### src/rtl/router_nport_if.sv
// Packet-source and per-port consumer signals of router_nport, bundled as one interface.
// The master side drives the packet stream and the pop requests; the slave side is the router.
interface router_nport_if #(
    parameter int DATA_W    = 8,
    parameter int NUM_PORTS = 3
);
    logic                          pkt_valid;
    logic [DATA_W-1:0]             data_in;
    logic                          busy;
    logic                          err;
    logic                          drop;
    logic [NUM_PORTS-1:0]          read_enb;
    logic [NUM_PORTS-1:0]          vld_out;
    logic [NUM_PORTS*DATA_W-1:0]   data_out;
    logic [NUM_PORTS-1:0]          soft_reset;

    modport master (
        output pkt_valid, data_in, read_enb,
        input  busy, err, drop, vld_out, data_out, soft_reset
    );

    modport slave (
        input  pkt_valid, data_in, read_enb,
        output busy, err, drop, vld_out, data_out, soft_reset
    );
endinterface

### src/rtl/router_nport.sv
// Byte-serial packet router: one input stream is steered by header address into NUM_PORTS
// FIFOs. A packet is admitted only if it fits whole, and each port flushes itself after a read timeout.
module router_nport #(
    parameter int DATA_W    = 8,
    parameter int NUM_PORTS = 3,
    parameter int DEPTH     = 128,
    parameter int TIMEOUT   = 30
) (
    input logic           clock,
    input logic           resetn,
    router_nport_if.slave bus
);
    localparam int AW = $clog2(DEPTH);
    localparam int CW = $clog2(DEPTH + 1);
    localparam int TW = $clog2(TIMEOUT + 1);

    typedef enum logic [1:0] {IDLE, LOAD, DROP} state_t;

    state_t               state, state_next;
    logic [1:0]           dest, dest_next;
    logic [DATA_W-1:0]    acc, acc_next;
    logic                 err_q, err_next;
    logic [NUM_PORTS-1:0] soft_q;

    logic [AW-1:0]        wr_ptr [NUM_PORTS];
    logic [AW-1:0]        rd_ptr [NUM_PORTS];
    logic [CW-1:0]        count  [NUM_PORTS];
    logic [TW-1:0]        tmo    [NUM_PORTS];
    logic [DATA_W-1:0]    dout   [NUM_PORTS];
    logic [DATA_W-1:0]    mem    [NUM_PORTS][DEPTH];

    logic [NUM_PORTS-1:0] push, pop, flush, full, hdr_sel, dest_sel;
    logic [1:0]           hdr_addr;
    logic [DATA_W-3:0]    hdr_len;
    logic [CW-1:0]        hdr_count;
    logic                 dest_full, dest_flush, addr_ok, fits, busy_c, drop_c;

    assign hdr_addr = bus.data_in[1:0];
    assign hdr_len  = bus.data_in[DATA_W-1:2];

    // A flush fires on the TIMEOUT-th consecutive cycle a non-empty port goes unread.
    always_comb begin
        hdr_count  = '0;
        dest_full  = 1'b0;
        dest_flush = 1'b0;
        for (int p = 0; p < NUM_PORTS; p++) begin
            full[p]     = (count[p] == CW'(DEPTH));
            pop[p]      = bus.read_enb[p] && (count[p] != '0);
            flush[p]    = (count[p] != '0) && !bus.read_enb[p] && (tmo[p] == TW'(TIMEOUT - 1));
            hdr_sel[p]  = (hdr_addr == 2'(p));
            dest_sel[p] = (dest == 2'(p));
            if (hdr_sel[p]) hdr_count = count[p];
            if (dest_sel[p]) begin
                dest_full  = full[p];
                dest_flush = flush[p];
            end
        end
    end

    always_comb begin
        state_next = state;
        dest_next  = dest;
        acc_next   = acc;
        err_next   = err_q;
        push       = '0;
        busy_c     = 1'b0;
        drop_c     = 1'b0;
        addr_ok    = 32'(hdr_addr) < NUM_PORTS;
        fits       = (DEPTH - 32'(hdr_count)) >= (32'(hdr_len) + 32'd2);
        case (state)
            IDLE: begin
                if (bus.pkt_valid) begin
                    if (!addr_ok) begin
                        drop_c     = 1'b1;
                        state_next = DROP;
                    end else if (!fits) begin
                        busy_c = 1'b1;
                    end else begin
                        push       = hdr_sel;
                        acc_next   = bus.data_in;
                        err_next   = 1'b0;
                        dest_next  = hdr_addr;
                        state_next = LOAD;
                    end
                end
            end
            LOAD: begin
                // A flush of the destination abandons the packet; the byte on the bus is lost.
                if (dest_flush) begin
                    state_next = bus.pkt_valid ? DROP : IDLE;
                end else if (dest_full) begin
                    busy_c = 1'b1;
                end else if (bus.pkt_valid) begin
                    push     = dest_sel;
                    acc_next = acc ^ bus.data_in;
                end else begin
                    push       = dest_sel;
                    err_next   = (acc != bus.data_in);
                    state_next = IDLE;
                end
            end
            DROP: begin
                if (!bus.pkt_valid) state_next = IDLE;
            end
            default: state_next = IDLE;
        endcase
    end

    always_ff @(posedge clock or negedge resetn) begin
        if (!resetn) begin
            state <= IDLE;
            dest  <= '0;
            acc   <= '0;
            err_q <= 1'b0;
        end else begin
            state <= state_next;
            dest  <= dest_next;
            acc   <= acc_next;
            err_q <= err_next;
        end
    end

    always_ff @(posedge clock or negedge resetn) begin
        if (!resetn) begin
            soft_q <= '0;
            for (int p = 0; p < NUM_PORTS; p++) begin
                wr_ptr[p] <= '0;
                rd_ptr[p] <= '0;
                count[p]  <= '0;
                tmo[p]    <= '0;
                dout[p]   <= '0;
            end
        end else begin
            soft_q <= flush;
            for (int p = 0; p < NUM_PORTS; p++) begin
                if (flush[p]) begin
                    wr_ptr[p] <= '0;
                    rd_ptr[p] <= '0;
                    count[p]  <= '0;
                    tmo[p]    <= '0;
                end else begin
                    if (push[p]) wr_ptr[p] <= wr_ptr[p] + AW'(1);
                    if (pop[p]) begin
                        rd_ptr[p] <= rd_ptr[p] + AW'(1);
                        dout[p]   <= mem[p][rd_ptr[p]];
                    end
                    if (push[p] && !pop[p]) count[p] <= count[p] + CW'(1);
                    else if (pop[p] && !push[p]) count[p] <= count[p] - CW'(1);
                    if (bus.read_enb[p] || count[p] == '0) tmo[p] <= '0;
                    else tmo[p] <= tmo[p] + TW'(1);
                end
            end
        end
    end

    always_ff @(posedge clock) begin
        for (int p = 0; p < NUM_PORTS; p++) begin
            if (push[p] && !flush[p]) mem[p][wr_ptr[p]] <= bus.data_in;
        end
    end

    // busy and drop are masked by reset so every output reads 0 while resetn is low.
    always_comb begin
        bus.busy       = busy_c & resetn;
        bus.drop       = drop_c & resetn;
        bus.err        = err_q;
        bus.soft_reset = soft_q;
        bus.vld_out    = '0;
        bus.data_out   = '0;
        for (int p = 0; p < NUM_PORTS; p++) begin
            bus.vld_out[p]                   = (count[p] != '0);
            bus.data_out[p*DATA_W +: DATA_W] = dout[p];
        end
    end
endmodule

### src/flat_wrapper.sv
// flat-port wrapper written by rule: the top's interface ports become plain ports
module router_nport_flat 
#(
    parameter int DATA_W    = 8,
    parameter int NUM_PORTS = 3,
    parameter int DEPTH     = 128,
    parameter int TIMEOUT   = 30
)
  (clock, resetn, bus_pkt_valid, bus_data_in, bus_read_enb, bus_busy, bus_err, bus_drop, bus_vld_out, bus_data_out, bus_soft_reset);
  router_nport_if #(.DATA_W(DATA_W), .NUM_PORTS(NUM_PORTS)) bus_i ();
  input logic clock;
  input logic resetn;
  input wire logic [$bits(bus_i.pkt_valid)-1:0] bus_pkt_valid;
  input wire logic [$bits(bus_i.data_in)-1:0] bus_data_in;
  input wire logic [$bits(bus_i.read_enb)-1:0] bus_read_enb;
  output wire logic [$bits(bus_i.busy)-1:0] bus_busy;
  output wire logic [$bits(bus_i.err)-1:0] bus_err;
  output wire logic [$bits(bus_i.drop)-1:0] bus_drop;
  output wire logic [$bits(bus_i.vld_out)-1:0] bus_vld_out;
  output wire logic [$bits(bus_i.data_out)-1:0] bus_data_out;
  output wire logic [$bits(bus_i.soft_reset)-1:0] bus_soft_reset;
  assign bus_i.pkt_valid = bus_pkt_valid;
  assign bus_i.data_in = bus_data_in;
  assign bus_i.read_enb = bus_read_enb;
  assign bus_busy = bus_i.busy;
  assign bus_err = bus_i.err;
  assign bus_drop = bus_i.drop;
  assign bus_vld_out = bus_i.vld_out;
  assign bus_data_out = bus_i.data_out;
  assign bus_soft_reset = bus_i.soft_reset;
  router_nport #(.DATA_W(DATA_W), .NUM_PORTS(NUM_PORTS), .DEPTH(DEPTH), .TIMEOUT(TIMEOUT)) u_core (.clock(clock), .resetn(resetn), .bus(bus_i));
endmodule
### config.mk
export PLATFORM = sky130hd
export DESIGN_NAME = router_nport_flat
export DESIGN_NICKNAME = d
export VERILOG_FILES = /design/src/rtl/router_nport_if.sv /design/src/rtl/router_nport.sv /design/src/flat_wrapper.sv
export SDC_FILE = /design/constraint.sdc
export NUM_CORES = 2
export LEC_CHECK = 0
export ABC_AREA = 0
export ABC_CLOCK_PERIOD_IN_PS = 5560
export CAP_MARGIN = 20
export CORE_MARGIN = 4
export CORE_UTILIZATION = 40
export DETAILED_ROUTE_END_ITERATION = 6
export GPL_ROUTABILITY_DRIVEN = 1
export SETUP_SLACK_MARGIN = 0.3
export SLEW_MARGIN = 20
export SYNTH_ARGS = -nofsm -noshare
export SYNTH_HDL_FRONTEND = slang
export SYNTH_SLANG_ARGS = --single-unit
### constraint.sdc
create_clock -name clock -period 5.56 [get_ports clock]
set_clock_uncertainty 0.15 [all_clocks]
set_input_delay 1.112 -clock clock [delete_from_list [all_inputs] [get_ports clock]]
set_output_delay 1.112 -clock clock [all_outputs]
set_load 0.005 [all_outputs]
* After elaboration in Yosys (flattened, before gate mapping) *
Memories as Yosys holds them, arrays and structs flattened.
Cells that the tools add are included.

word-level totals
  bits in registers = 121
  memory bits (writable) = 3072
  input bits = 14
  output and inout port bits = 33
  logic and storage cells = 247
  memories = 1

operators by class
  add/sub/neg operators = 17
  order comparisons = 11
  equal/unequal tests = 22
  muxes and demuxes = 100
  bitwise operators = 12
  reductions and logical operators = 64

memories
  memory      depth  bits a word  rd ports  clocked after Yosys merged registers in  write ports  RTL line            text
  u_core.mem  3      1024         3         0                                        1            router_nport.sv:30  logic [DATA_W-1:0] mem [NUM_PORTS][DEPTH];

operators with widths
  cell                   number
  $mux W1024             7
  $reduce_or A1024 Y1    2
  $mux W8                27
  $bmux W8 S7            3
  $demux W8 S7           3
  $mux W7                12
  $ge A8 B8 Y1 const B   6
  $not A7 Y8             6
  $add A7 B1 Y7 const B  6
  $ge A32 B32 Y1         1
  $mux W5                6
  $add A8 B1 Y8 const B  3
  $eq A8 B8 Y1 const B   3
  $logic_not A8 Y1       3
  $lt A8 B1 Y1 const B   3
  $reduce_bool A8 Y1     3
  $sub A8 B1 Y8 const B  3
  $mux W1                23
  $logic_and A1 B1 Y1    21
  $mux W2                9
  $pmux W8 S2            1
  $add A5 B1 Y5 const B  3
  $eq A5 B5 Y1 const B   3
  $mux W3                5
  24 further kinds       64

* Depth between registers and ports, before layout *
  depth in word-level cells = 16
  depth in mapped cells = 28
  gate-level depth less buffers = 24

* Least setup slack after synthesis *
Ideal clock, no wire load.

  path type = in2reg
  start point = input bus_data_in[0]
  end point = register u_core.count[15] in the netlist's numbering
  library setup time = 0.078 ns
  data arrival time = 5.490 ns
  required time = 5.332 ns
  path slack = -0.158 ns
  stages on the path = 28
  buffers on the path = 4
  cell sequence = buf_6 nor2b_4 buf_6 o2bb2ai_1 inv_1 ha_1 inv_1 nor3_1 xnor2_1 ha_1 a211oi_1 o21ai_0 a31oi_1 o21a_1 buf_6 o22ai_1 buf_2 ha_1 inv_1 ha_1 a21o_1 a21oi_1 nor2b_1 o21a_1 o41ai_1 xnor2_1 or3_1 a21oi_1

between the ends
  longest elaborated chain between the ends = 13
  elaborated cells on any way between the ends = 19
  those cells by class = 1 x add/sub; 2 x order compare; 2 x eq/ne; 9 x mux; 5 x reduce/logical

RTL lines
  element                                                  RTL line                                  text
  from (decl)                                              flat_wrapper.sv:14                        input wire logic [$bits(bus_i.data_in)-1:0] bus_data_in;
  $logic_not A2 Y1                                         router_nport.sv:50                        hdr_sel[p] = (hdr_addr == 2'(p));
  $mux W8 (3 in series)                                    router_nport.sv:52                        if (hdr_sel[p]) hdr_count = count[p];
  $sub A8 B8 Y9                                            router_nport.sv:69                        fits = (DEPTH - 32'(hdr_count)) >= (32'(hdr_len) + 32'd2);
  $ge A32 B32 Y1                                           router_nport.sv:69
  $mux W3                                                  router_nport.sv:76                        end else if (!fits) begin
  $mux W3 (*)                                              router_nport.sv:73                        if (!addr_ok) begin
  $mux W3 (*)                                              router_nport.sv:72                        if (bus.pkt_valid) begin
  $pmux W3 S2 (*)                                          router_nport.sv:70                        case (state)
  $logic_and A1 B1 Y1 or $logic_not A1 Y1 (tied branches)  router_nport.sv:147, router_nport.sv:148
  $mux W8 or $logic_and A1 B1 Y1 (tied branches)           router_nport.sv:147, router_nport.sv:148
  $mux W8 or $reduce_bool A3 Y1 (tied branches)            n/a
  to (signal, indexed assignment)                          router_nport.sv:147                       if (push[p] && !pop[p]) count[p] <= count[p] + CW'(1);
  to (signal, indexed assignment)                          router_nport.sv:148                       else if (pop[p] && !push[p]) count[p] <= count[p] - CW'(1);
  to (decl)                                                router_nport.sv:27                        logic [CW-1:0] count [NUM_PORTS];

Mark *: on every way between the ends. The rest lies on a longest branch, timed or not.
A chain may end at the register's enable or synchronous reset.

* Worst setup path in the final report *
  start point = input bus_data_in[0]
  end point = output bus_busy

between the ends
  longest elaborated chain between the ends = 11
  elaborated cells on any way between the ends = 14
  those cells by class = 1 x add/sub; 2 x order compare; 2 x eq/ne; 7 x mux; 1 x bitwise; 1 x reduce/logical

RTL lines
  element                RTL line             text
  $logic_not A2 Y1       router_nport.sv:50
  $mux W8 (3 in series)  router_nport.sv:52
  $sub A8 B8 Y9          router_nport.sv:69
  $ge A32 B32 Y1         router_nport.sv:69
  $mux W1                router_nport.sv:76
  $mux W1 (*)            router_nport.sv:73
  $mux W1 (*)            router_nport.sv:72
  $pmux W1 S2 (*)        router_nport.sv:70
  $and A1 B1 Y1 (*)      router_nport.sv:164  bus.busy = busy_c & resetn;
  to (decl)              flat_wrapper.sv:16   output wire logic [$bits(bus_i.busy)-1:0] bus_busy;

Marks and branches as above.

==> flow_summary_export.csv <==
group,metric,value,unit
floorplanning,die_height,570,um
sta,setup_ws,407,ps
detailed_routing,drt-wirelength-per-cell,27.5,um
logic_synthesis,ys_seq_area_share,75.3,%
final_layout,seqCellArea,95300,sq um
logic_synthesis,synth_edf_count,3072,
detailed_routing,wirelength,297000,um
clock_tree,insertion_delay,950,ps
grt,grt_remaining_overflow,0,
pwr,internal-power,46.5,mW
logic_synthesis,synth_top_flop_cell,"edfxtp_1",
placed_design,place.gp.congestion,0.820,
detailed_routing,avgViaCountPerCell,5.67,
final_layout,num-fill-cells,26000,
logic_synthesis,async_flop_share,3.79,%
logic_synthesis,syn-instance-count,5854,
detailed_routing,dr_total_vias,61300,
sta,final-setup-viol-count,0,
setup_path,crit_chain,"buf_8 -> mux2i_2 -> o2bb2ai_2 -> nor4_2 -> buf_4 -> buf_4 -> buf_4 -> buf_4 -> buf_4 -> buf_4 -> buf_4 -> buf_4 -> buf_4 -> and4b_1 -> o21a_1 -> buf_12 -> buf_8 -> a21oi_2 -> nor3b_2 -> buf_4 -> buf_12",
grt,grt_max_degree,179,
sta,worstMarginPinSlew,1250,ps
sta,hold_violations,0,
grt,grt_pass1_vias,63000,
placed_design,dpl_worst_slack,-106,ps
floorplanning,start_util,40.2,%
floorplanning,fp.dieW,570,um
setup_path,cp-start-kind,"input port",
setup_path,critical_path_arrival,3890,ps
run,cap_viol_max_count,0,
setup_path,required,4300,ps
sta,clock.fmax,194,MHz
pwr,seq_power_share,42.8,%
detailed_routing,drtPass1Iterations,5,
pwr,vdd_drop_max,0.000385,V
logic_synthesis,ys_seq_elements,3193,
grt,antenna_found_initial,5,
clock_tree,cts_buffer_depth,4,
detailed_routing,ant_nets,0,
floorplanning,std_cell_rows,206,
detailed_routing,drc,0,
setup_path,max_stage_delay,210,ps
sta,slew_headroom,16.5,%
setup_path,end_kind,"output pin",
setup_path,critical_path_class,"in -> out",
pwr,swShare,29.2,%
clock_tree,cts_sinks,3193,
sta,rsz0062_at_grt,"yes",
outcome,status,"complete, no violations",
logic_synthesis,syn-cell-area,127000,sq um
pwr,power_frac_comb,24.2,%
setup_path,cp_max_fo,8,
sta,slew_viol_final,0,
final_layout,drive_gt1_share,31.1,%
setup_path,cpMostUsedCell,"buf_4",
worst_hold_path,worst_hold_path_type,"reg -> reg",
placed_design,hpwl,182000,um
grt,grt_usage,18.1,%
final_layout,layout_common_cells,"edfxtp_1, mux4_2, buf_4",
detailed_routing,drt_iter0_drc,6509,
logic_synthesis,syn-num-nets,5913,
floorplanning,num_io_pins,47,
pwr,p_switching,19.2,mW
pwr,power.leakage,45.9,nW
sta,period_minus_slack,5150,ps
placed_design,place.port_buffers,46,
final_layout,multi_input_area,29900,sq um
sta,period_share,92.7,%
floorplanning,core_area,315000,sq um
clock_tree,htreeDepth,5,
pwr,pwr-share-clk,33.0,%
final_layout,final_common_cell,"edfxtp_1",
setup_path,timing.critical_path.slowest_stage_cell,"o2bb2ai_2",
logic_synthesis,yosysWarnings,0,
clock_tree,numCtsBuffers,332,
final_layout,final_nets,6449,
clock_tree,cts_tree,"done",
pwr,p_per_area,450,nW/um^2
final_layout,area.growth.synth_to_final,15.5,%
grt,grt_pass1_wl,440000,um
logic_synthesis,synth.avg_cell_area,21.6,sq um
logic_synthesis,synth_cell_types,68,
floorplanning,dieArea,325000,sq um
clock_tree,root_buffer,"clkbuf_16",
clock_tree,clkTransAtPathRegs,60,ps
pwr,power,65.7,mW
stage by stage:
step	instances	utilization (%)	hold WS, ps	cell area [sq um]	setup TNS (ps)
2_1_floorplan	5854	-	311	127000	0
3_3_place_gp	10200	42.9	327	135000	-81.9
3_5_place_dp	10200	42.9	341	135000	-129
4_1_cts	10800	46.4	309	146000	0
5_1_grt	10800	46.4	338	146000	0
6_report	10800	46.4	344	146000	0
worst max-delay path, delay by kind of cell:
| family | cells | cell delay, ps |
|---|---|---|
| and+or+nand+nor | 3 | 310 |
| buffers and inverters | 14 | 1740 |
| AOI/OAI and AO/OA | 3 | 540 |
| muxes | 1 | 170 |
power groups by stage:
stage | logic, mW | clock network, mW | registers [mW]
after CTS | 16.1 | 22.2 | 28.1
after global placement | 15.8 | 0 | 28.6
final | 15.9 | 21.7 | 28.1
after floorplan | 10.7 | 0 | 27.6
after detailed placement | 15.9 | 0 | 28.6
after global routing | 16.9 | 23.2 | 28.2
layout make-up:
type / instances / share of cell area [%]
clock buffer: 424 / 6.13
inverter: 34 / 0.0959
multi-input combinational: 2254 / 20.5
sequential: 3193 / 65.2
clock inverter: 167 / 1.15
tap: 4160 / 3.56
antenna: 3 / 0.00514
timing repair buffer: 575 / 3.39
cell families (layout without fill, tap and decap cells):
logic type	count (synthesis)	after routing	synth area share [%]
and+or+nand+nor	797	797	3.40
other	0	3	0
AOI/OAI and AO/OA	281	281	1.52
buffers and inverters	407	1200	1.49
xor gates and xnor gates	58	58	0.401
adders and majority gates	45	45	0.463
muxes	1073	1073	17.4
DFF	3193	3193	75.3
Yosys cell counts (all sizes together) (34+ instances only):
cell / count / area share (%)
nand3: 49 / 0.19
ha: 42 / 0.42
nand2: 95 / 0.28
nor4: 134 / 0.87
buf: 194 / 0.86
inv: 34 / 0.10
a21oi: 55 / 0.22
mux2i: 167 / 1.3
nor3: 238 / 0.95
dfrtp: 121 / 2.4
clkbuf: 179 / 0.53
o21ai: 78 / 0.31
mux4: 906 / 16
edfxtp: 3072 / 73
nor2: 161 / 0.48
repair_timing:
item                       4_1_cts  5_1_grt
setup endpoints to repair        1        1
hold buffers                     1        0
gates cloned                     0        0
hold endpoints to repair        27        0
gates resized for setup         14        2
pin swaps                        7        2
setup buffers                   15        0
flip-flops by register name, summed over array words and instances, names as in the netlist:
name,flops
u_core.acc,8
u_core.rd_ptr,21
u_core.wr_ptr,21
u_core.count,24
u_core.dest,2
u_core.tmo,15
u_core.bus.err,1
u_core.bus.soft_reset,3
u_core.mem,3072
u_core.state,2
u_core.bus.data_out,24
metal layers:
| metal | up-vias | global-route usage [%] | wire [um] |
|---|---|---|---|
| met4 | 0 | 4.88 | 7360 |
| met5 | - | 0 | 0 |
| met1 | 32900 | 26.2 | 127000 |
| li1 | 25900 | - | - |
| met3 | 406 | 2.77 | 18900 |
| met2 | 2157 | 28.9 | 144000 |
final timing paths:
path	start	cells past startpoint	endpoint	slack [ps]
worst min register to register	u_core.tmo[5]	1	u_core.tmo[5]	340
max in group asynchronous	resetn	4	u_core.rd_ptr[7]	2840
worst min-delay path	u_core.tmo[5]	1	u_core.tmo[5]	340
min in group asynchronous	resetn	2	u_core.tmo[14]	590
worst max-delay path	bus_data_in[0]	21	bus_busy	410
worst max register to register	u_core.count[11]	28	u_core.count[23]	570
No activity file was read; power rests on OpenSTA's default activity.
